--- config.mk ---
export PLATFORM = sky130hd
export DESIGN_NAME = internal_node_sender_flat
export DESIGN_NICKNAME = d
export VERILOG_FILES = /design/src/rtl/internal_node_sender_pkg.sv /design/src/rtl/internal_node_sender_if.sv /design/src/rtl/internal_node_sender_sync_fifo.sv /design/src/rtl/internal_node_sender.sv /design/src/flat_wrapper.sv
export SDC_FILE = /design/constraint.sdc
export NUM_CORES = 1
export LEC_CHECK = 0
export ABC_AREA = 1
export CAP_MARGIN = 20
export CORE_ASPECT_RATIO = 0.9
export CORE_UTILIZATION = 53
export DETAILED_ROUTE_END_ITERATION = 16
export PLACE_DENSITY = 0.8
export SYNTH_ARGS = -nofsm -noshare
export SYNTH_HDL_FRONTEND = slang
export SYNTH_SLANG_ARGS = --single-unit
--- constraint.sdc ---
create_clock -name clk -period 3.15 [get_ports clk]
set_input_delay 0.63 -clock clk [delete_from_list [all_inputs] [get_ports clk]]
set_output_delay 0.63 -clock clk [all_outputs]
set_load 0.05 [all_outputs]
--- src/rtl/internal_node_sender_pkg.sv ---
// Shared constants and FSM encoding for the internal-node sender and the tree it feeds.
package internal_node_sender_pkg;

  localparam int NODE_WIDTH = 22;   // one internal-node word
  localparam int NODE_COUNT = 127;  // words per tree load (2^7-1)
  localparam int CNT_W      = 7;    // width of the sent/accepted counters

  typedef enum logic [1:0] {
    ST_IDLE = 2'd0,
    ST_LOAD = 2'd1,
    ST_DONE = 2'd2
  } node_state_e;

endpackage

--- src/rtl/internal_node_sender_if.sv ---
// Upstream handshake, tree-side output and load status of the internal-node sender.
interface internal_node_sender_if
  import internal_node_sender_pkg::*;
#(
  parameter int W = NODE_WIDTH
);

  logic             start;
  logic             in_valid;
  logic [W-1:0]     in_data;
  logic             in_ready;
  logic             fsm_enable;
  logic             sender_enable;
  logic [W-1:0]     sender_data;
  logic             busy;
  logic             done;
  logic [CNT_W-1:0] sent_count;

  modport master (
    output start, in_valid, in_data, fsm_enable,
    input  in_ready, sender_enable, sender_data, busy, done, sent_count
  );

  modport slave (
    input  start, in_valid, in_data, fsm_enable,
    output in_ready, sender_enable, sender_data, busy, done, sent_count
  );

endinterface

--- src/rtl/internal_node_sender_sync_fifo.sv ---
// Synchronous staging FIFO with registered pointers, extra-bit full/empty and a
// combinational head read.
module sync_fifo #(
  parameter int WIDTH = 8,
  parameter int DEPTH = 4
) (
  input  logic             clk,
  input  logic             rst_n,
  input  logic             clear,
  input  logic             push,
  input  logic [WIDTH-1:0] push_data,
  input  logic             pop,
  output logic [WIDTH-1:0] pop_data,
  output logic             full,
  output logic             empty
);

  localparam int AW = $clog2(DEPTH);

  logic [WIDTH-1:0] mem [DEPTH];
  logic [AW:0]      wr_ptr;
  logic [AW:0]      rd_ptr;
  logic             do_push;
  logic             do_pop;

  assign empty    = (wr_ptr == rd_ptr);
  assign full     = (wr_ptr[AW] != rd_ptr[AW]) && (wr_ptr[AW-1:0] == rd_ptr[AW-1:0]);
  assign do_push  = push && !full;
  assign do_pop   = pop && !empty;
  assign pop_data = mem[rd_ptr[AW-1:0]];

  // NOTE: state registers use non-blocking assignments so every flop samples pre-edge values.
  always_ff @(posedge clk) begin
    if (rst_n || clear) begin
      wr_ptr <= '0;
      rd_ptr <= '0;
    end else begin
      if (do_push) wr_ptr <= wr_ptr + 1'b1;
      if (do_pop)  rd_ptr <= rd_ptr + 1'b1;
    end
  end

  // NOTE: storage is deliberately not reset; the pointers alone define which entries are valid.
  always_ff @(posedge clk) begin
    if (do_push) mem[wr_ptr[AW-1:0]] <= push_data;
  end

endmodule

--- src/rtl/internal_node_sender.sv ---
// Streams one tree load of NUM_NODES internal-node words from an upstream
// valid/ready source to the tree, gated by the top-level FSM enable.
module internal_node_sender
  import internal_node_sender_pkg::*;
#(
  parameter int INTERNAL_WIDTH = NODE_WIDTH,
  parameter int NUM_NODES      = NODE_COUNT,
  parameter int FIFO_DEPTH     = 4
) (
  input logic                   clk,
  input logic                   rst_n,   // active-high synchronous reset
  internal_node_sender_if.slave bus
);

  localparam logic [CNT_W-1:0] LAST_NODE = CNT_W'(NUM_NODES - 1);
  localparam logic [CNT_W-1:0] ALL_NODES = CNT_W'(NUM_NODES);

  node_state_e               state_q, state_d;
  logic [CNT_W-1:0]          acc_cnt;
  logic [CNT_W-1:0]          sent_cnt;
  logic                      in_load;
  logic                      start_load;
  logic                      push;
  logic                      pop;
  logic                      fifo_full;
  logic                      fifo_empty;
  logic [INTERNAL_WIDTH-1:0] head;

  assign in_load    = (state_q == ST_LOAD);
  assign start_load = (state_q == ST_IDLE) && bus.start;
  assign push       = bus.in_valid && bus.in_ready;
  assign pop        = bus.sender_enable;

  // No full bypass: a pop in the same cycle does not open the input.
  assign bus.in_ready      = in_load && !fifo_full && (acc_cnt < ALL_NODES);
  assign bus.sender_enable = in_load && bus.fsm_enable && !fifo_empty;
  assign bus.sender_data   = bus.sender_enable ? head : '0;
  assign bus.busy          = (state_q != ST_IDLE);
  assign bus.done          = (state_q == ST_DONE);
  assign bus.sent_count    = sent_cnt;

  sync_fifo #(
    .WIDTH (INTERNAL_WIDTH),
    .DEPTH (FIFO_DEPTH)
  ) u_fifo (
    .clk       (clk),
    .rst_n     (rst_n),
    .clear     (start_load),
    .push      (push),
    .push_data (bus.in_data),
    .pop       (pop),
    .pop_data  (head),
    .full      (fifo_full),
    .empty     (fifo_empty)
  );

  // NOTE: every combinational output gets a default first so no latch is inferred.
  always_comb begin
    state_d = state_q;
    unique case (state_q)
      ST_IDLE: if (bus.start) state_d = ST_LOAD;
      ST_LOAD: if (pop && (sent_cnt == LAST_NODE)) state_d = ST_DONE;
      ST_DONE: state_d = ST_IDLE;
      default: state_d = ST_IDLE;
    endcase
  end

  always_ff @(posedge clk) begin
    if (rst_n) begin
      state_q  <= ST_IDLE;
      acc_cnt  <= '0;
      sent_cnt <= '0;
    end else begin
      state_q <= state_d;
      if (start_load) begin
        acc_cnt  <= '0;
        sent_cnt <= '0;
      end else if (in_load) begin
        if (push) acc_cnt  <= acc_cnt + 1'b1;
        if (pop)  sent_cnt <= sent_cnt + 1'b1;
      end
    end
  end

endmodule
--- src/flat_wrapper.sv ---
// flat-port wrapper written by rule: the top's interface ports become plain ports
module internal_node_sender_flat import internal_node_sender_pkg::*;
#(
  parameter int INTERNAL_WIDTH = NODE_WIDTH,
  parameter int NUM_NODES      = NODE_COUNT,
  parameter int FIFO_DEPTH     = 4
)
  (clk, rst_n, bus_start, bus_in_valid, bus_in_data, bus_fsm_enable, bus_in_ready, bus_sender_enable, bus_sender_data, bus_busy, bus_done, bus_sent_count);
  internal_node_sender_if bus_i ();
  input logic clk;
  input logic rst_n;
  input wire logic [$bits(bus_i.start)-1:0] bus_start;
  input wire logic [$bits(bus_i.in_valid)-1:0] bus_in_valid;
  input wire logic [$bits(bus_i.in_data)-1:0] bus_in_data;
  input wire logic [$bits(bus_i.fsm_enable)-1:0] bus_fsm_enable;
  output wire logic [$bits(bus_i.in_ready)-1:0] bus_in_ready;
  output wire logic [$bits(bus_i.sender_enable)-1:0] bus_sender_enable;
  output wire logic [$bits(bus_i.sender_data)-1:0] bus_sender_data;
  output wire logic [$bits(bus_i.busy)-1:0] bus_busy;
  output wire logic [$bits(bus_i.done)-1:0] bus_done;
  output wire logic [$bits(bus_i.sent_count)-1:0] bus_sent_count;
  assign bus_i.start = bus_start;
  assign bus_i.in_valid = bus_in_valid;
  assign bus_i.in_data = bus_in_data;
  assign bus_i.fsm_enable = bus_fsm_enable;
  assign bus_in_ready = bus_i.in_ready;
  assign bus_sender_enable = bus_i.sender_enable;
  assign bus_sender_data = bus_i.sender_data;
  assign bus_busy = bus_i.busy;
  assign bus_done = bus_i.done;
  assign bus_sent_count = bus_i.sent_count;
  internal_node_sender #(.INTERNAL_WIDTH(INTERNAL_WIDTH), .NUM_NODES(NUM_NODES), .FIFO_DEPTH(FIFO_DEPTH)) u_core (.clk(clk), .rst_n(rst_n), .bus(bus_i));
endmodule
After elaboration in Yosys (flattened, before gate mapping)
Memories as Yosys holds them, arrays and structs flattened. A register that Yosys moved wholly into a read port is not among the register bits.
Index checks and enable logic that the tools add are counted.
Storage, ports and cells
  flip-flop bits (word level): 22
  RAM bits: 88
  bits of input ports: 27
  output and inout port bits: 33
  memories: 1
Operators by class
  $add $sub $neg: 4
  order comparisons: 1
  equality and inequality tests: 8
  muxes and demuxes: 8
  reduce and logical (&&, ||, !) cells: 19
Memory list
  u_core.u_fifo.mem: depth 4, bits a word 22, read ports 1, clocked after memory_dff 1, write ports 1, line internal_node_sender_sync_fifo.sv:20  | logic [WIDTH-1:0] mem [DEPTH];
Operator list (count)
  22-bit two-way mux: 1
  7-bit by 1-bit adder with 7-bit output (second input constant): 2
  1-bit logical AND: 10
  2-bit two-way mux: 4
  7-bit == test (second input constant): 1
  7-bit < comparator (second input constant): 1
  3-bit by 1-bit adder with 3-bit output (second input constant): 2
  2-bit AND reduction: 3
  2-bit inequality test (second input constant): 2
  2-bit one-hot mux with 2 select lines: 1
  3-bit == test: 1
  2-bit by 1-bit == test with 1-bit output (second input constant): 1
  2-bit == test: 1
  2-bit == test (second input constant): 1
  1-bit logical NOT: 2
  2-bit logical NOT: 1
  1-bit two-way mux: 2
  2-bit nonzero test: 1
  2-bit OR reduction: 1
  1-bit logical OR: 1
  1-bit inequality test: 1

Longest topological paths before layout
  depth after elaboration: 9
  mapped depth: 9

Cells and area by module
Synthesis repeated with hierarchy kept, for this count alone.
Second synthesis, totals
  cells, all modules: 462
  area total of the unflattened synthesis: 4858.4 um^2
Modules (own cells, without submodules)
  sync_fifo: times used 1, cells each 288, area each 3786.1 um^2
  internal_node_sender: times used 1, cells each 174, area each 1072.3 um^2

Worst setup path after synthesis
OpenSTA, ideal clock, no wires.
  path kind: input -> register
  start: in bus_in_valid
  end: mem u_core.u_fifo.mem[0][0] in the netlist's numbering (enable)
  setup time: 0.401 ns
  data arrival time: 2.141 ns
  setup slack: 0.608 ns
  stages: 4
  path through: clkbuf_1 -> nand3_4 -> buf_8 -> nor2_1
On the way
  longest elaborated chain between the ends: 4
RTL lines
  start: declaration: line flat_wrapper.sv:13  | input wire logic [$bits(bus_i.in_valid)-1:0] bus_in_valid;
  1-bit logical AND: line internal_node_sender.sv:31  | assign push = bus.in_valid && bus.in_ready;
  1-bit logical AND: line internal_node_sender_sync_fifo.sv:28  | assign do_push = push && !full;
  1-bit two-way mux: line internal_node_sender_sync_fifo.sv:45  | if (do_push) mem[wr_ptr[AW-1:0]] <= push_data;
  1-bit two-way mux (not written as such): line internal_node_sender_sync_fifo.sv:45
  end: declaration: line internal_node_sender_sync_fifo.sv:20
No other way between the ends.

Final worst setup path
  start: reg u_core.acc_cnt[2]
  end: out bus_in_ready
On the way
  longest elaborated chain between the ends: 2
RTL lines
  start: declaration: line internal_node_sender.sv:19  | logic [CNT_W-1:0] acc_cnt;
  start signal: assignment: line internal_node_sender.sv:79  | if (push) acc_cnt <= acc_cnt + 1'b1;
  7-bit < comparator: line internal_node_sender.sv:35  | assign bus.in_ready = in_load && !fifo_full && (acc_cnt < ALL_NODES);
  1-bit logical AND: line internal_node_sender.sv:35
  end: declaration: line flat_wrapper.sv:16  | output wire logic [$bits(bus_i.in_ready)-1:0] bus_in_ready;
No other way between the ends.

==> results.sh <==
export IMPL_cts_buffers=9
export IMPL_grt_max_degree=45
export IMPL_worst_slack_ns=0.353
export IMPL_antenna_cells=0
export IMPL_syn_num_nets=491
export IMPL_register_area_um2=3120
export IMPL_cp_required_ns=2.52
export IMPL_die_w_um=102
export IMPL_seq_power_share_pct=62.1
export IMPL_rows=32
export IMPL_cts_setup_buffers=0
export IMPL_clock_skew_ns=0.0156
export IMPL_fin_nets=551
export IMPL_drt_first_pass_iters=5
export IMPL_synth_edf_count=88
export IMPL_clock_latency_ns=0.36
export IMPL_cpPeakStageDelay_ns=0.79
export IMPL_die_area_um2=9430
export IMPL_power_switching_uw=568
export IMPL_vias=3333
export IMPL_ys_ff_latch=112
export IMPL_hold_class="flip-flop to flip-flop"
export IMPL_clock_sinks=112
export IMPL_internal_power_uw=2040
export IMPL_totalNegativeSetupSlack_ns=0
export IMPL_relSlewSlack_pct=45.6
export IMPL_drive_gt1_share_pct=14.0
export IMPL_layout_commonest_cell="nor2_1"
export IMPL_use_met3_pct=3.35
export IMPL_status="finished clean"
export IMPL_cts_clk_slew_worst_paths_ns=0.09
export IMPL_use_met2_pct=35.2
export IMPL_setup_viol=0
export IMPL_wl_per_cell_um=14.5
export IMPL_combPwrFrac_pct=6.3
export IMPL_peakVddDrop_uv=205
export IMPL_vias_per_cell=5.21
export IMPL_cellPowerDensity_nw_per_um2=460
export IMPL_dpl_instance_area_um2=5460
export IMPL_syn_inst=456
export IMPL_fp_coreArea_um2=8690
export IMPL_leakage_uw=0.00205
export IMPL_endpoint_kind="output pin"
export IMPL_fmaxAchievable_mhz=358
export IMPL_gr_usage_all_layers_pct=21.0
export IMPL_top_usage_layer="met2"
export IMPL_drc=0
export IMPL_fin_crit_sh_pct=88.8
export IMPL_synth_cell_types=28
export IMPL_path_buf_inv=1
export IMPL_grt_pass1_vias=3223
export IMPL_final_cell_mix="nor2_1 (103), edfxtp_1 (88), nand2_1 (57), o21ai_0 (49), clkdlybuf4s50_1 (36)"
export IMPL_initial_core_util_pct=55.2
export IMPL_ys_async_sr_fraction_pct=0
export IMPL_antenna_found_initial=0
export IMPL_yosysSeqAreaShare_pct=65.2
export IMPL_slowest_stage="clkdlybuf4s50_1"
export IMPL_clkPwrFrac_pct=31.6
export IMPL_cts_resized_gates=0
export IMPL_post_route_cell_area_um2=5670
export IMPL_syn_avg_cell_area_um2=10.5
export IMPL_cpLargestDelayFamily="buffers and inverters"
export IMPL_cts_buffer_depth=2
export IMPL_hold_viol=0
export IMPL_worstMarginPinSlew_ns=0.815
export IMPL_cts_root_buf="clkbuf_8"
export IMPL_area_delta_synth_final_pct=18.2
export IMPL_gr_usage_met1_pct=27.2
export IMPL_fillers=658
export IMPL_grt_overflow_total=0
export IMPL_critPathArrivalTime_ns=2.17
export IMPL_die_h_um=92.2
export IMPL_ant_nets=0
export IMPL_multi_input_area_um2=1470
export IMPL_slew_viol_final=0
export IMPL_ys_flop_type="edfxtp_1"
export IMPL_cts_hold_buf=0
export IMPL_grt_pass1_wl_um=15000
export IMPL_crit_type="flip-flop to output pin"
export IMPL_cts_max_level=3
export IMPL_crit_path_max_fanout=8
export IMPL_maxCapViolCount=0
export IMPL_num_io_pins=60
export IMPL_drt_total_wl_um=9260
export IMPL_cts_tree="yes"
export IMPL_syn_area_um2=4790
export IMPL_io_buffer_count=59
export IMPL_gp_congestion=0.804
export IMPL_detail_route_iter0_violations=194
export IMPL_period_needed_ns=2.80
export IMPL_dp_slack_ns=0.399
export IMPL_crit_path_start_kind="flip-flop"
export IMPL_hpwlAfterDp_um=5890
export IMPL_path_cells="nand2_1 > nor2_2 > a21oi_4 > and2_2 > clkdlybuf4s50_1"
export IMPL_rsz0062_at_grt="no"
export IMPL_ys_warnings_count=0
export IMPL_sw_frac_of_total_pct=21.8
## routing by layer
metal	up-vias	share of wire (%)	wire [um]
met4	0	1.0	97
met2	105	49	4560
met3	10	5.1	476
met5	-	0	0
met1	1558	45	4120
li1	1660	-	-
## per-stage QoR
stage          total power, uW  util [%]  hold slack, ns  cells
3_5_place_dp              1820      62.9           0.485    624
5_1_grt                   2700      65.2           0.532    640
4_1_cts                   2630      65.2           0.501    640
3_3_place_gp              1810      62.9           0.481    624
6_report                  2610      65.2           0.500    640
2_1_floorplan             1740         -           0.466    456
## path summary, 6_finish.rpt
check	from	end	slack, ns	cells after the start
worst max-delay path	u_core.acc_cnt[2]	bus_in_ready	0.35	5
worst min-delay path	u_core.acc_cnt[6]	u_core.acc_cnt[6]	0.50	2
worst max register to register	u_core.acc_cnt[2]	u_core.u_fifo.mem[0][18]	1.04	6
worst min register to register	u_core.acc_cnt[6]	u_core.acc_cnt[6]	0.50	2
## power groups by stage
stage          Combinational [uW]  Sequential [uW]  Clock (uW)
2_1_floorplan                89.2             1650           0
3_3_place_gp                  159             1650           0
3_5_place_dp                  163             1650           0
4_1_cts                       165             1620         843
5_1_grt                       181             1620         894
6_report                      164             1620         823
## synth_stat cells (2+ instances only)
cell,number,share of area (%)
o21ai_0,49,5.1
inv_1,25,2.0
nor2_2,4,0.52
nand4_1,6,0.78
inv_2,3,0.23
buf_2,8,0.84
dfxtp_1,24,10
nand2_1,57,4.5
xnor2_1,4,0.73
edfxtp_1,88,55
nand3_4,2,0.73
a21oi_2,5,0.91
o21ai_1,2,0.21
a21oi_1,35,3.7
xor2_1,5,0.91
clkbuf_1,9,0.70
nor2_1,107,8.4
nand3_1,3,0.31
ha_1,8,2.1
nand2_2,4,0.52
## worst register-to-register path, cell delays in order, from the launching register on
cell     delay (ns)
dfxtp_1        0.36
nand2_1        0.13
nor2_2         0.07
a21oi_4        0.27
nand3_4        0.28
nor2_2         0.43
buf_4          0.28
## final cells by class
cell class / count / area share [%]
clock inverters: 4 / 0.618
repair buffers: 68 / 10.8
multi-input cells: 297 / 26.0
well taps: 119 / 2.63
inverters: 28 / 1.86
flip-flops and latches: 112 / 55.1
clock buffers: 12 / 2.94
## state kept, by name, summed over array words and instances, names as in the netlist, named ones only
register / count
u_core.state_q: 2
u_core.bus.sent_count: 7
u_core.acc_cnt: 7
u_core.u_fifo.rd_ptr: 3
u_core.u_fifo.wr_ptr: 3
u_core.u_fifo.mem: 88
## kinds of logic after synthesis
logic type | count (synthesis) | synth area share [%]
AO/OA/AOI/OAI | 92 | 10.2
XOR/XNOR | 9 | 1.64
adder cells (fa/ha/maj) | 8 | 2.09
buffers and inverters | 47 | 4.28
flip-flops | 112 | 65.2
AND/OR/NAND/NOR | 188 | 16.6
No activity file was read; power rests on OpenSTA's default activity.
